--- config.mk ---
export PLATFORM = sky130hd
export DESIGN_NAME = hicore_flush_fifo_flat
export DESIGN_NICKNAME = d
export VERILOG_FILES = /design/src/rtl/hicore_fifo_pkg.sv /design/src/rtl/hicore_flush_fifo_if.sv /design/src/rtl/hicore_fifo_mem.sv /design/src/rtl/hicore_flush_fifo.sv /design/src/flat_wrapper.sv
export SDC_FILE = /design/constraint.sdc
export NUM_CORES = 1
export LEC_CHECK = 0
export CORE_AREA = 2 2 166 87
export CTS_BUF_LIST = sky130_fd_sc_hd__clkbuf_8
export DETAILED_ROUTE_END_ITERATION = 8
export DIE_AREA = 0 0 168 89
export PLACE_DENSITY = 0.61
export SETUP_SLACK_MARGIN = 0.1
export SYNTH_ARGS = -nofsm -noshare
export SYNTH_HDL_FRONTEND = slang
export SYNTH_SLANG_ARGS = --single-unit
--- constraint.sdc ---
create_clock -name clk -period 10.26 [get_ports clk]
set_clock_uncertainty 0.2 [all_clocks]
set_input_delay 2.052 -clock clk [delete_from_list [all_inputs] [get_ports clk]]
set_output_delay 2.052 -clock clk [all_outputs]
set_load 0.03 [all_outputs]
--- src/rtl/hicore_fifo_pkg.sv ---
// Shared definitions for the HiCore FIFO family: pointer sizing, tag width and
// a width-agnostic wrap-around pointer increment.
package hicore_fifo_pkg;

  localparam int unsigned TAG_W = 1;

  function automatic int unsigned ptr_w(input int unsigned dp);
    return unsigned'($clog2(dp)) + 1;
  endfunction

  // The caller truncates the result to its own pointer width.
  function automatic logic [31:0] ptr_inc(input logic [31:0] ptr, input int unsigned w);
    logic [31:0] mask;
    mask = (w >= 32) ? '1 : ((32'd1 << w) - 32'd1);
    return (ptr + 32'd1) & mask;
  endfunction

endpackage

--- src/rtl/hicore_flush_fifo_if.sv ---
// Valid/ready bus of hicore_flush_fifo: upstream push side, downstream pop side,
// flush and occupancy status. master = surrounding pipeline, slave = FIFO.
interface hicore_flush_fifo_if #(
  parameter int DW = 32,
  parameter int DP = 4
);
  import hicore_fifo_pkg::*;

  localparam int unsigned CW = ptr_w(DP);

  logic          i_vld;
  logic          i_rdy;
  logic [DW-1:0] i_dat;
  logic          i_cancel;
  logic          o_vld;
  logic          o_rdy;
  logic [DW-1:0] o_dat;
  logic          o_cancel;
  logic          flush;
  logic [CW-1:0] count;
  logic          full;
  logic          empty;

  modport master (
    output i_vld, i_dat, i_cancel, o_rdy, flush,
    input  i_rdy, o_vld, o_dat, o_cancel, count, full, empty
  );

  modport slave (
    input  i_vld, i_dat, i_cancel, o_rdy, flush,
    output i_rdy, o_vld, o_dat, o_cancel, count, full, empty
  );

endinterface

--- src/rtl/hicore_fifo_mem.sv ---
// DP x (DW+1) storage for hicore_flush_fifo: one write port, combinational read,
// and a bulk set of every cancel tag on flush. Payload bits are not reset.
module hicore_fifo_mem
  import hicore_fifo_pkg::*;
#(
  parameter int DW = 32,
  parameter int DP = 4,
  parameter int AW = $clog2(DP)
) (
  input  logic                clk,
  input  logic                rst_n,
  input  logic                wen,
  input  logic [AW-1:0]       waddr,
  input  logic [DW+TAG_W-1:0] wdata,
  input  logic                flush,
  input  logic [AW-1:0]       raddr,
  output logic [DW+TAG_W-1:0] rdata
);

  logic [DW-1:0] dat_q [DP];
  logic [DP-1:0] tag_q;

  always_ff @(posedge clk) begin
    if (wen) begin
      dat_q[waddr] <= wdata[DW-1:0];
    end
  end

  // Flush tags every slot; a slot freed this cycle is rewritten before reuse.
  always_ff @(posedge clk or negedge rst_n) begin
    if (!rst_n) begin
      tag_q <= '0;
    end else if (flush) begin
      tag_q <= '1;
    end else if (wen) begin
      tag_q[waddr] <= wdata[DW+TAG_W-1];
    end
  end

  assign rdata = {tag_q[raddr], dat_q[raddr]};

endmodule

--- src/rtl/hicore_flush_fifo.sv ---
// Synchronous valid/ready FIFO with per-entry cancel tag and flush marking.
// Optional zero-latency bypass when empty: define HICORE_FIFO_BYPASS_EN.
module hicore_flush_fifo
  import hicore_fifo_pkg::*;
#(
  parameter int DW        = 32,
  parameter int DP        = 4,
  parameter bit CUT_READY = 1'b0
) (
  input  logic                         clk,
  input  logic                         rst_n,
  hicore_flush_fifo_if.slave           bus
);

  localparam int unsigned PTR_W = ptr_w(DP);
  localparam int unsigned AW    = PTR_W - 1;

  if ((DP < 2) || ((DP & (DP - 1)) != 0)) begin : g_dp_check
    $error("hicore_flush_fifo: DP must be a power of two and at least 2");
  end

  logic [PTR_W-1:0]    wr_ptr_q, wr_ptr_d;
  logic [PTR_W-1:0]    rd_ptr_q, rd_ptr_d;
  logic                empty_s, full_s;
  logic                push_s, pop_s;
  logic                wen_s, ren_s;
  logic                byp_s;
  logic [DW+TAG_W-1:0] wdata_s, rdata_s;

  assign empty_s = (wr_ptr_q == rd_ptr_q);
  assign full_s  = (wr_ptr_q[AW] != rd_ptr_q[AW]) &&
                   (wr_ptr_q[AW-1:0] == rd_ptr_q[AW-1:0]);

  // Non-cut ready lets a full FIFO accept while the head leaves this cycle.
  assign bus.i_rdy = CUT_READY ? ~full_s : (~full_s | bus.o_rdy);

`ifdef HICORE_FIFO_BYPASS_EN
  assign byp_s = empty_s & bus.i_vld;
`else
  assign byp_s = 1'b0;
`endif

  assign bus.o_vld    = ~empty_s | byp_s;
  assign bus.o_dat    = byp_s ? bus.i_dat : rdata_s[DW-1:0];
  assign bus.o_cancel = byp_s ? (bus.i_cancel | bus.flush)
                              : (~empty_s & rdata_s[DW+TAG_W-1]);

  assign push_s = bus.i_vld & bus.i_rdy;
  assign pop_s  = bus.o_vld & bus.o_rdy;

  // A bypassed entry taken downstream in the same cycle never touches storage.
  assign wen_s   = push_s & ~(byp_s & bus.o_rdy);
  assign ren_s   = pop_s & ~empty_s;
  assign wdata_s = {bus.i_cancel | bus.flush, bus.i_dat};

  always_comb begin
    wr_ptr_d = wr_ptr_q;
    rd_ptr_d = rd_ptr_q;
    if (wen_s) begin
      wr_ptr_d = PTR_W'(ptr_inc(32'(wr_ptr_q), PTR_W));
    end
    if (ren_s) begin
      rd_ptr_d = PTR_W'(ptr_inc(32'(rd_ptr_q), PTR_W));
    end
  end

  always_ff @(posedge clk or negedge rst_n) begin
    if (!rst_n) begin
      wr_ptr_q <= '0;
      rd_ptr_q <= '0;
    end else begin
      wr_ptr_q <= wr_ptr_d;
      rd_ptr_q <= rd_ptr_d;
    end
  end

  assign bus.count = wr_ptr_q - rd_ptr_q;
  assign bus.full  = full_s;
  assign bus.empty = empty_s;

  hicore_fifo_mem #(
    .DW (DW),
    .DP (DP),
    .AW (AW)
  ) u_mem (
    .clk   (clk),
    .rst_n (rst_n),
    .wen   (wen_s),
    .waddr (wr_ptr_q[AW-1:0]),
    .wdata (wdata_s),
    .flush (bus.flush),
    .raddr (rd_ptr_q[AW-1:0]),
    .rdata (rdata_s)
  );

endmodule

--- src/flat_wrapper.sv ---
// flat-port wrapper written by rule: the top's interface ports become plain ports
module hicore_flush_fifo_flat import hicore_fifo_pkg::*;
#(
  parameter int DW        = 32,
  parameter int DP        = 4,
  parameter bit CUT_READY = 1'b0
)
  (clk, rst_n, bus_i_vld, bus_i_dat, bus_i_cancel, bus_o_rdy, bus_flush, bus_i_rdy, bus_o_vld, bus_o_dat, bus_o_cancel, bus_count, bus_full, bus_empty);
  hicore_flush_fifo_if #(.DW(DW), .DP(DP)) bus_i ();
  input  logic clk;
  input  logic rst_n;
  input wire logic [$bits(bus_i.i_vld)-1:0] bus_i_vld;
  input wire logic [$bits(bus_i.i_dat)-1:0] bus_i_dat;
  input wire logic [$bits(bus_i.i_cancel)-1:0] bus_i_cancel;
  input wire logic [$bits(bus_i.o_rdy)-1:0] bus_o_rdy;
  input wire logic [$bits(bus_i.flush)-1:0] bus_flush;
  output wire logic [$bits(bus_i.i_rdy)-1:0] bus_i_rdy;
  output wire logic [$bits(bus_i.o_vld)-1:0] bus_o_vld;
  output wire logic [$bits(bus_i.o_dat)-1:0] bus_o_dat;
  output wire logic [$bits(bus_i.o_cancel)-1:0] bus_o_cancel;
  output wire logic [$bits(bus_i.count)-1:0] bus_count;
  output wire logic [$bits(bus_i.full)-1:0] bus_full;
  output wire logic [$bits(bus_i.empty)-1:0] bus_empty;
  assign bus_i.i_vld = bus_i_vld;
  assign bus_i.i_dat = bus_i_dat;
  assign bus_i.i_cancel = bus_i_cancel;
  assign bus_i.o_rdy = bus_o_rdy;
  assign bus_i.flush = bus_flush;
  assign bus_i_rdy = bus_i.i_rdy;
  assign bus_o_vld = bus_i.o_vld;
  assign bus_o_dat = bus_i.o_dat;
  assign bus_o_cancel = bus_i.o_cancel;
  assign bus_count = bus_i.count;
  assign bus_full = bus_i.full;
  assign bus_empty = bus_i.empty;
  hicore_flush_fifo #(.DW(DW), .DP(DP), .CUT_READY(CUT_READY)) u_core (.clk(clk), .rst_n(rst_n), .bus(bus_i));
endmodule
Word-level counts from Yosys, hierarchy flattened --
Memories as Yosys holds them, arrays and structs flattened. Cells that the tools add are included.
Word-level totals: register bits 10, memory bits (writable) 128, input bits 38, memories 1
Memories:
- u_core.u_mem.dat_q | words 4, width 32, read ports 1, clocked after Yosys merged registers in 0, wr ports 1, RTL line hicore_fifo_mem.sv:20 | logic [DW-1:0] dat_q [DP];
Operators by class: $add $sub $neg 3, $lt $le $gt $ge 3, equal/unequal tests 3, muxes and demuxes 9, bitwise gates (word level) 8, reduce and logical (&&, ||, !) cells 3
Operator list (number):
- 4-bit two-way mux | 2
- 3-bit by 1-bit adder with 3-bit output, second input constant | 2
- 2-bit by 3-bit less-than comparator with 1-bit output, second input constant | 2
- 1-bit AND | 4
- 4-bit bitwise mux | 1
- 1-bit two-way mux | 4
- 3-bit == test | 1
- 3-bit subtractor | 1
- 1-bit binary-select mux with 2-bit select | 1
- 1-bit demux with 2-bit select | 1
- 2-bit == test | 1
- 2-bit by 1-bit >= comparator with 1-bit output, second input constant | 1
- 1-bit logical AND | 2
- 1-bit inverter | 2
- 1-bit bitwise OR | 2
- 2-bit nonzero test | 1
- 1-bit inequality test | 1

Longest topological paths before layout --
depth in word-level cells 7, mapped depth 7, gate-level depth less buffers 5

Modules after synthesis --
From an unflattened synthesis, not the netlist that was laid out.
Second synthesis, totals: cell total of the unflattened synthesis 228, area, all modules 5307.6 um^2
Modules (own cells, without submodules):
- hicore_fifo_mem | times used 1, cells an instance 186, area an instance 4878.4 um^2, seq. area each 3943.8 um^2
- hicore_flush_fifo | times used 1, cells an instance 42, area an instance 429.2 um^2, seq. area each 150.1 um^2

Worst setup path after synthesis --
No wires, ideal clock.
path kind input -> output, from in bus_o_rdy, to out bus_i_rdy, arrival time 2542 ps, setup slack 5466 ps, stages on the path 2, cells stage by stage and3b_1 nand2_1
On the way: word-level cells in the longest chain between the ends 1
Ends and longest elaborated chain:
- start: declaration | RTL line flat_wrapper.sv:15 | input wire logic [$bits(bus_i.o_rdy)-1:0] bus_o_rdy;
- 1-bit bitwise OR | RTL line hicore_flush_fifo.sv:35 | assign bus.i_rdy = CUT_READY ? ~full_s : (~full_s | bus.o_rdy);
- end: declaration | RTL line flat_wrapper.sv:17 | output wire logic [$bits(bus_i.i_rdy)-1:0] bus_i_rdy;
Every way passes these cells.

Worst setup path in the final report --
Ends and elaborated chain as after synthesis.

==> run summary <==
Status - complete, no violations
YS warnings - 0
Power density over the cells - 321 nW/um^2
Pre-antenna DRT Iters - 4
Syn-to-layout area delta - 26.6%
WP buf/inv - 2
First-pass GRT wire length - 14,300 um
Synth Cell Area - 5260 sq um
Unrepaired setup endpoints after global routing - no
Startpoint types - input port
Routed Antenna Nets - 0
Drt first-iter violations - 115
Commonest non-fill, non-tap cells in the layout - edfxtp_1 (128), clkdlybuf4s50_1 (77), mux4_2 (33)
Die Y-Extent - 89 um
Reg area - 4100 sq um
Initial antenna violation count - 0
Final-report setup violation count - 0
DR WL/cell - 18.1 um
HP Class - reg -> reg
Tcrit/Tclk final - 59.1%
Slew @ Worst Pin - 0.946 ns
Tot GR Track Use - 13.1%
Clock net sink count - 138
Largest net degree at the start of global routing - 38
Die Width - 168 um
Slew headroom - 36.9%
Total gr overflow - 0
Die area - 15,000 sq um
Clk Latency, worst-skew pair - 0.41 ns
Peak VDD IR - 283 uV
FMAX - 0.165 GHz
Drt via density - 4.82
DRC Markers - 0
CTS tree - yes
Crit-path most repeated cell - clkdlybuf4s50_1
IO Count - 78
Post-CTS resize count - 0
Mapped Nets - 274
Slew Limit Fails - 0
Root buf cell - clkbuf_8
Crit-path cells - clkdlybuf4s50_1, and3b_1, nand2_1, clkdlybuf4s50_1
Post-synth cell types - 25
CTS Buf Count - 17
Worst R2R End - u_core.u_mem.dat_q[3][16]
Leak Pwr - 0.00219 uW
Worst Path Max Fanout - 5
Worst Hold Launch - u_core.u_mem.tag_q[1]
Reg clk slew, reported paths - 0.07 ns
Antenna diodes - 0
Commonest non-fill, non-tap cell in the layout - edfxtp_1
Postcts setup bufs - 0
Critical Path End Type - primary output
CP required - 8.01 ns
Setup TNS - 0 ns
Avg Inst Size Synth - 23.1 sq um
R2R Path Start - u_core.rd_ptr_q[1]
Vias in the first global route - 2,748
Hold EP - u_core.u_mem.tag_q[1]
Dpl hpwl - 5540 um
Hold buffer count at CTS - 0
R2R depth - 5
Tmin final - 6.06 ns
Htree depth - 4
Core box area - 13,300 sq um
Design Power - 2140 uW
Initial Utilization - 39.5%
Final Net Count - 367
CP top delay family - buffers and inverters
Clk buf depth - 2
Fill cell count - 1,055
Multi-input logic area - 1140 sq um
R2r setup slk - 7.19 ns
Seq/Total Area, Yosys - 77.8%
Buffers on Ports - 77
Hold Path Depth - 2
Vias post-DR - 2,458
Std cell rows - 30
Syn Inst Count - 228
Slowest stage delay, CP - 0.62 ns
Synth Register Bits - 138
Share of cells above drive strength 1 - 22.8%
Gpl congestion - 0.811
Final hold vios - 0
CP max-delay cell - clkdlybuf4s50_1
Setup Crit Path Kind - in -> out
Max-cap violations - 0
Detailed Route WL - 9210 um
CP arrival - 3.81 ns
-- routing by layer --
metal / vias to the layer above / track usage, % / wire length, um
met5: - / 0 / 0
met2: 56 / 22.5 / 4780
met1: 1280 / 16.1 / 3970
li1: 1117 / - / -
met4: 0 / 5.22 / 72
met3: 5 / 3.85 / 378
-- per-stage QoR --
stage	hold slack (ns)	utilization (%)	cells	area [sq um]	worst slack (ns)
2_1_floorplan	0.296	-	228	5260	5.47
6_report	0.354	50.0	510	6660	4.20
5_1_grt	0.385	50.0	510	6660	4.13
4_1_cts	0.357	50.0	510	6660	4.19
3_3_place_gp	0.316	47.2	478	6290	4.24
3_5_place_dp	0.338	47.2	478	6290	4.21
-- area by class of cell --
cell class / instances / area share, %
clock buffers: 17 / 3.51
clock inverters: 15 / 2.03
inverters: 6 / 0.338
multi-input cells: 76 / 17.2
flip-flops and latches: 138 / 61.5
well taps: 176 / 3.31
repair buffers: 82 / 12.1
-- worst max path at each step --
stage               startpoint  cells past startpoint         to
global route         bus_o_rdy                      4  bus_i_rdy
global placement     bus_o_rdy                      4  bus_i_rdy
floorplan            bus_o_rdy                      2  bus_i_rdy
finish               bus_o_rdy                      4  bus_i_rdy
detailed placement   bus_o_rdy                      4  bus_i_rdy
CTS                  bus_o_rdy                      4  bus_i_rdy
-- logic make-up after synthesis --
| logic type | Yosys count | share of synthesized area [%] |
|---|---|---|
| AOI/OAI and AO/OA | 7 | 0.999 |
| xor gates and xnor gates | 7 | 1.31 |
| adders and majority gates | 8 | 2.05 |
| buffers and inverters | 14 | 1.21 |
| DFF | 138 | 77.8 |
| muxes | 39 | 15.4 |
| and+or+nand+nor | 15 | 1.21 |
-- registers in the layout (all words and copies together), names as in the netlist --
register / count
u_core.u_mem.dat_q: 128
u_core.u_mem.tag_q: 4
u_core.rd_ptr_q: 3
u_core.wr_ptr_q: 3
-- worst register-to-register path, delay by kind of cell (launching register included) --
kind	cells	cell delay, ns
AOI/OAI and AO/OA	1	0.20
adders and majority gates	1	0.34
buffers and inverters	2	0.58
DFF	1	0.99
and+or+nand+nor	1	0.34
-- synthesized netlist by cell type (all sizes together) --
library cell,number,share of area (%)
inv,6,0.43
buf,6,0.64
nor2b,1,0.12
mux4,33,14
nor2,7,0.50
edfxtp,128,73
xnor2,5,0.83
o31ai,1,0.24
mux2i,4,0.76
and3b,1,0.17
xor2,2,0.48
a21oi,4,0.45
o21ai,1,0.17
clkbuf,2,0.14
fa,1,0.38
dfrtp,10,4.8
o211ai,1,0.14
ha,7,1.7
nand2,6,0.43
mux2,2,0.50
-- power breakdown --
group          total (uW)  internal, uW  switching (uW)
clock network         406           211             194
registers             824           748            75.6
logic                 906           401             505
total                2140          1360             775
Power figures use the tool's default switching activity.
